## src/rtl/opl3_host_wr_gen_if.sv

```systemverilog
// Host-port / register-write bus bundle for opl3_host_wr_gen.
//   host_wr     : one-cycle write strobe                      (host -> gen)
//   host_rd     : one-cycle status-read strobe                (host -> gen)
//   host_addr   : [1] bank port select, [0] 0=address 1=data  (host -> gen)
//   host_din    : write data                                  (host -> gen)
//   host_dout   : status {busy, fifo_full, overflow, 5'b0}    (gen -> host)
//   opl3_reg_wr : {valid, bank_num, address, data} beat       (gen -> clients)
interface opl3_host_wr_gen_if;
    typedef struct packed {
        logic       valid;
        logic       bank_num;
        logic [7:0] address;
        logic [7:0] data;
    } opl3_reg_wr_t;

    logic         host_wr;
    logic         host_rd;
    logic [1:0]   host_addr;
    logic [7:0]   host_din;
    logic [7:0]   host_dout;
    opl3_reg_wr_t opl3_reg_wr;

    modport master (
        output host_wr, host_rd, host_addr, host_din,
        input  host_dout, opl3_reg_wr
    );

    modport slave (
        input  host_wr, host_rd, host_addr, host_din,
        output host_dout, opl3_reg_wr
    );
endinterface

```

## src/rtl/opl3_host_wr_gen.sv

```systemverilog
// Host-side producer of the opl3_reg_wr register-write stream.
// Address/data port accesses are turned into {bank, address, data} entries,
// buffered in a FIFO and emitted as paced one-cycle beats. After reset a
// 512-write clear sweep of both banks runs before any host entry is drained.
// Ports:
//   clk   : single clock
//   reset : synchronous, active-high
//   bus   : slave side of opl3_host_wr_gen_if (host strobes/data, status,
//           registered opl3_reg_wr beat output)
module opl3_host_wr_gen #(
    parameter int unsigned FIFO_DEPTH     = 16,
    parameter int unsigned MIN_WR_SPACING = 1,
    parameter bit          CLEAR_ON_RESET = 1'b1
) (
    input logic               clk,
    input logic               reset,
    opl3_host_wr_gen_if.slave bus
);
    localparam int unsigned AW = $clog2(FIFO_DEPTH);
    localparam int unsigned CW = AW + 1;
    localparam int unsigned GW = (MIN_WR_SPACING > 1) ? $clog2(MIN_WR_SPACING) : 1;
    localparam logic [GW-1:0] GAP_RELOAD = GW'(MIN_WR_SPACING - 1);
    localparam logic [CW-1:0] FULL_COUNT = CW'(FIFO_DEPTH);

    typedef enum logic [1:0] {
        CLEAR,
        IDLE,
        GAP
    } state_t;

    localparam state_t RESET_STATE = CLEAR_ON_RESET ? CLEAR : IDLE;

    state_t        state;
    state_t        state_nxt;

    logic [16:0]   mem [FIFO_DEPTH];
    logic [AW-1:0] wr_ptr;
    logic [AW-1:0] rd_ptr;
    logic [CW-1:0] count;

    logic [7:0]    lat_addr;
    logic          lat_bank;
    logic          new_mode;
    logic          overflow;
    logic [8:0]    clr_idx;
    logic [GW-1:0] gap_cnt;
    logic [17:0]   out_q;
    logic [7:0]    dout_q;

    logic          push_req;
    logic          push_ok;
    logic          push_drop;
    logic          fifo_full;
    logic          busy;
    logic          spacing_ok;
    logic          pop;
    logic          emit;
    logic [16:0]   push_entry;
    logic [16:0]   head;
    logic [16:0]   emit_entry;

    assign push_req   = bus.host_wr & bus.host_addr[0];
    assign fifo_full  = (count == FULL_COUNT);
    assign push_ok    = push_req & ~fifo_full;
    assign push_drop  = push_req & fifo_full;
    assign push_entry = {lat_bank, lat_addr, bus.host_din};
    assign spacing_ok = (gap_cnt == '0);
    assign busy       = (state != IDLE) || (count != '0);

    // With an empty FIFO the incoming entry is written to the slot at rd_ptr
    // and popped in the same cycle, giving single-cycle write-to-beat latency.
    assign head = (count == '0) ? push_entry : mem[rd_ptr];

    always_comb begin
        state_nxt  = state;
        pop        = 1'b0;
        emit       = 1'b0;
        emit_entry = '0;
        unique case (state)
            CLEAR: begin
                if (spacing_ok) begin
                    emit       = 1'b1;
                    emit_entry = {clr_idx[8], clr_idx[7:0], 8'h00};
                    if (clr_idx == 9'h1FF) begin
                        state_nxt = IDLE;
                    end
                end
            end
            IDLE: begin
                if (spacing_ok && ((count != '0) || push_ok)) begin
                    pop        = 1'b1;
                    emit       = 1'b1;
                    emit_entry = head;
                    if (MIN_WR_SPACING > 1) begin
                        state_nxt = GAP;
                    end
                end
            end
            GAP: begin
                if (gap_cnt <= GW'(1)) begin
                    state_nxt = IDLE;
                end
            end
            default: state_nxt = IDLE;
        endcase
    end

    always_ff @(posedge clk) begin
        if (push_ok) begin
            mem[wr_ptr] <= push_entry;
        end
    end

    always_ff @(posedge clk) begin
        if (reset) begin
            state    <= RESET_STATE;
            wr_ptr   <= '0;
            rd_ptr   <= '0;
            count    <= '0;
            lat_addr <= '0;
            lat_bank <= 1'b0;
            new_mode <= 1'b0;
            overflow <= 1'b0;
            clr_idx  <= '0;
            gap_cnt  <= '0;
            out_q    <= '0;
            dout_q   <= '0;
        end else begin
            state <= state_nxt;

            if (push_ok) begin
                wr_ptr <= wr_ptr + AW'(1);
            end
            if (pop) begin
                rd_ptr <= rd_ptr + AW'(1);
            end
            unique case ({push_ok, pop})
                2'b10:   count <= count + CW'(1);
                2'b01:   count <= count - CW'(1);
                default: count <= count;
            endcase

            if (bus.host_wr && !bus.host_addr[0]) begin
                lat_addr <= bus.host_din;
                lat_bank <= bus.host_addr[1] & (new_mode | (bus.host_din == 8'h05));
            end
            if (push_ok && lat_bank && (lat_addr == 8'h05)) begin
                new_mode <= bus.host_din[0];
            end

            if (emit && (state == CLEAR)) begin
                clr_idx <= clr_idx + 9'd1;
            end

            if (emit) begin
                gap_cnt <= GAP_RELOAD;
            end else if (gap_cnt != '0) begin
                gap_cnt <= gap_cnt - GW'(1);
            end

            out_q <= emit ? {1'b1, emit_entry} : '0;

            // Status is captured before this cycle's push; a drop in the same
            // cycle as a read keeps overflow set for the next read.
            if (bus.host_rd) begin
                dout_q <= {busy, fifo_full, overflow, 5'b0};
            end
            if (push_drop) begin
                overflow <= 1'b1;
            end else if (bus.host_rd) begin
                overflow <= 1'b0;
            end
        end
    end

    assign bus.opl3_reg_wr = out_q;
    assign bus.host_dout   = dout_q;
endmodule

```

## src/flat_wrapper.sv

```systemverilog
// flat-port wrapper written by rule: the top's interface ports become plain ports
module opl3_host_wr_gen_flat 
#(
    parameter int unsigned FIFO_DEPTH     = 16,
    parameter int unsigned MIN_WR_SPACING = 1,
    parameter bit          CLEAR_ON_RESET = 1'b1
)
  (clk, reset, bus_host_wr, bus_host_rd, bus_host_addr, bus_host_din, bus_host_dout, bus_opl3_reg_wr);
  opl3_host_wr_gen_if bus_i ();
  input logic clk;
  input logic reset;
  input wire logic [$bits(bus_i.host_wr)-1:0] bus_host_wr;
  input wire logic [$bits(bus_i.host_rd)-1:0] bus_host_rd;
  input wire logic [$bits(bus_i.host_addr)-1:0] bus_host_addr;
  input wire logic [$bits(bus_i.host_din)-1:0] bus_host_din;
  output wire logic [$bits(bus_i.host_dout)-1:0] bus_host_dout;
  output wire logic [$bits(bus_i.opl3_reg_wr)-1:0] bus_opl3_reg_wr;
  assign bus_i.host_wr = bus_host_wr;
  assign bus_i.host_rd = bus_host_rd;
  assign bus_i.host_addr = bus_host_addr;
  assign bus_i.host_din = bus_host_din;
  assign bus_host_dout = bus_i.host_dout;
  assign bus_opl3_reg_wr = bus_i.opl3_reg_wr;
  opl3_host_wr_gen #(.FIFO_DEPTH(FIFO_DEPTH), .MIN_WR_SPACING(MIN_WR_SPACING), .CLEAR_ON_RESET(CLEAR_ON_RESET)) u_core (.clk(clk), .reset(reset), .bus(bus_i));
endmodule
```

## config.mk

```make
export PLATFORM = sky130hd
export DESIGN_NAME = opl3_host_wr_gen_flat
export DESIGN_NICKNAME = d
export VERILOG_FILES = /design/src/rtl/opl3_host_wr_gen_if.sv /design/src/rtl/opl3_host_wr_gen.sv /design/src/flat_wrapper.sv
export SDC_FILE = /design/constraint.sdc
export NUM_CORES = 1
export LEC_CHECK = 0
export CAP_MARGIN = 20
export CELL_PAD_IN_SITES_DETAIL_PLACEMENT = 1
export CELL_PAD_IN_SITES_GLOBAL_PLACEMENT = 1
export CORE_ASPECT_RATIO = 0.9
export CORE_MARGIN = 4
export CORE_UTILIZATION = 57
export CTS_CLUSTER_SIZE = 30
export DETAILED_ROUTE_END_ITERATION = 8
export PLACE_DENSITY = 0.93
export RECOVER_POWER = 25
export SLEW_MARGIN = 20
export SYNTH_ARGS = -nofsm -noshare
export SYNTH_HDL_FRONTEND = slang
export SYNTH_SLANG_ARGS = --single-unit
```

## constraint.sdc

```tcl
create_clock -name clk -period 7.1 [get_ports clk]
set_input_delay 0.71 -clock clk [delete_from_list [all_inputs] [get_ports clk]]
set_output_delay 0.71 -clock clk [all_outputs]
set_load 0.01 [all_outputs]
```

==> impl_metrics.ini <==
[status]
status = complete, no violations

[cts]
cts.clk_slew.worst_paths_ns = 0.06
insertion_delay_ns = 0.52
clkSinkCount = 332
clock-root-buffer = clkbuf_16
cts_made_buffers = 34
cts_resized = 0
post_cts_buffers = 0
cts_tree = done
cts_max_path_buffers = 3
h-tree-depth = 2
ctsHoldBuffers = 0

[floorplan]
num_rows = 52
chipWidth_um = 168
num_io_pins = 40
initial_core_util_pct = 58.3
die_y_um = 152
core-area_um2 = 22600
die_area_um2 = 25600

[timing]
setup_tns_ns = 0
fmax_mhz = 305
setup_viol = 0
finalClockSkew_ns = 0.0191
period_needed_ns = 3.28
grt_setup_unrepaired = false
worst_pin_slew_ns = 1.04
min_period_over_period_pct = 46.2
drv_slew = 0
slew_headroom_pct = 30.4
hold_ws_ns = 0.480
finalHoldViolations = 0

[yosys]
synthFlopType = edfxtp_1
synth_edf_count = 272
synth-seq-cells = 332
synth_area_leader_cell = edfxtp_1
synth.distinct_cells = 55
synthTopCellsByArea = edfxtp_1, mux4_2, dfxtp_1, mux2i_1, mux4_1
yosysSeqAreaShare_pct = 71.0
synth_top_area_share_pct = 61.9
syn_inst = 735
async_flop_share_pct = 0
yosysWarnings = 0
avgSynthCellArea_um2 = 17.9
syn_area_um2 = 13200

[min_path]
hold_class = reg -> reg

[cells_and_area]
areaGrowthSynthToFinish_pct = 13.0
drive_gt1_share_pct = 19.6
n_antenna_cell = 0
multi_input_area_um2 = 3490
fin_cells = 1108
regArea_um2 = 9370
fillers = 1918
fin_nets = 811

[drt]
drc = 0
wl_per_cell_um = 28.5
firstDrtPassIters = 5
drt_iter0_markers = 920
drt-total-wl_um = 31600
vias = 6991
vias_per_cell = 6.31
ant_nets = 0

[setup_path]
cp_common_cell = ha_1
crit_path_end_kind = flip-flop
required_ns = 7.53
path_buf_inv = 1
worstPathMaxFanout = 10
start_kind = input port
critPathSlowestCell = a311oi_2
crit_type = in -> reg
critical-path-top-delay-family = compound AO/OA/AOI/OAI gates
critPathArrivalTime_ns = 3.71
cp_cell_sequence = clkdlybuf4s50_1 > nand2_1 > a311oi_2 > ha_1 > xor2_1 > ha_1 > nor2_1 > nor3b_1 > o21ai_0 > o21ba_2 > o211ai_1
slowest_delay_ns = 0.63

[job]
maxCapViolCount = 0

[placed_design]
place_hpwl_um = 18900
placedCellCount = 1047
gp_congestion = 0.859
io_buffers = 34

[global_route]
grt_max_degree = 60
grt_util_all_layers_pct = 24.9
grt_pass1_vias = 7473
grt_overflow = 0
antenna_found_initial = 0
grt_pass1_wl_um = 47900

[power]
cellPowerDensity_nw_per_um2 = 273
ir_drop_mv = 0.252
p_leak_uw = 0.00475
final timing paths:
kind	slack (ns)	cells past startpoint	startpoint	endpoint
setup reg to reg	3.88	10	u_core.state[0]$_SDFFE_PP0P_	u_core.count[4]$_SDFFE_PP0P_
hold reg to reg	0.48	2	u_core.overflow$_SDFFE_PP0P_	u_core.overflow$_SDFFE_PP0P_
hold / removal	0.48	2	u_core.overflow$_SDFFE_PP0P_	u_core.overflow$_SDFFE_PP0P_
setup / recovery	3.82	11	bus_host_wr	u_core.count[4]$_SDFFE_PP0P_
worst min-delay path, delay by kind of cell (launching register included):
family | cells | cell delay, ns
DFF | 1 | 0.31
AOI/OAI and AO/OA | 1 | 0.06
and+or+nand+nor | 1 | 0.07
final cells by class:
class                      count  area share [%]
clock buffer                  46            6.57
clock inverter                15            1.14
inverter                       5           0.126
multi-input combinational    356            23.4
sequential                   332            62.9
tap                          297            2.49
timing repair buffer          57            3.37
sequential cells by signal, summed over array words and instances, names as in the netlist, 3 cells and up, named ones only:
register                flops
u_core.bus.host_dout        3
u_core.bus.opl3_reg_wr     18
u_core.clr_idx              9
u_core.count                5
u_core.lat_addr             8
u_core.mem                272
u_core.rd_ptr               4
u_core.wr_ptr               4
cells in the final DEF, fill, tap and decap left out, types with 6 or more instances in the layout:
cell type / instances
a21oi_1: 28
a22oi_1: 10
a2bb2oi_1: 8
buf_4: 20
clkbuf_1: 10
clkbuf_16: 37
clkdlybuf4s50_1: 31
clkinv_1: 6
conb_1: 6
dfxtp_1: 56
edfxtp_1: 272
ha_1: 11
mux2_2: 9
mux2i_1: 29
mux4_1: 8
mux4_2: 60
nand2_1: 45
nand2b_1: 7
nor2_1: 41
o211ai_1: 7
o21ai_0: 18
xor2_1: 12
where the power goes:
group	internal (uW)	leakage, uW	switching, uW
clock	1110	0.000560	719
combinational	36.8	0.00119	65.9
sequential	2120	0.00300	24.1
cells by family after synthesis:
logic type / count (synthesis) / synth area share, %
flip-flops: 332 / 71.0
AND/OR/NAND/NOR: 131 / 4.82
multiplexers: 106 / 14.8
AO/OA/AOI/OAI: 86 / 4.40
buffers and inverters: 52 / 2.82
XOR/XNOR: 16 / 1.06
adder cells (fa/ha/maj): 11 / 1.04
other: 1 / 0.0284
metal layers:
metal,GRT usage [%],wire length (um)
met5,0,0
met4,6.96,814
met3,4.07,1690
met2,42.4,16500
met1,33.8,12600
Yosys cell counts, types with 2 or more instances:
master	instances
mux2i_1	29
o21ai_1	3
a22oi_1	10
nand2b_1	7
buf_4	6
nand4_1	5
mux4_2	60
ha_1	11
a211o_1	2
nor3_1	5
clkbuf_1	13
nor2b_1	2
o21ai_0	18
nor3b_1	3
clkbuf_8	7
edfxtp_1	272
buf_6	6
nand3_1	5
mux2_2	9
mux4_1	8
inv_1	5
xor2_1	12
nor4_1	3
o211ai_2	3
nand2_1	45
nor2_1	42
or3_1	3
dfxtp_1	60
xnor2_1	4
a21oi_1	28
nand3b_1	2
o211ai_1	7
a2bb2oi_1	8
buf_2	11
through the flow:
stage | util [%] | instance area [um^2] | total power, uW | setup WS [ns]
after global routing | 65.8 | 14900 | 4200 | 3.60
final | 65.8 | 14900 | 4080 | 3.82
after global placement | 60.8 | 13800 | 2270 | 3.56
after detailed placement | 60.8 | 13800 | 2280 | 3.39
after CTS | 65.9 | 14900 | 4100 | 3.85
after floorplan | - | 13200 | 2230 | 4.11
Power figures use the tool's default switching activity.
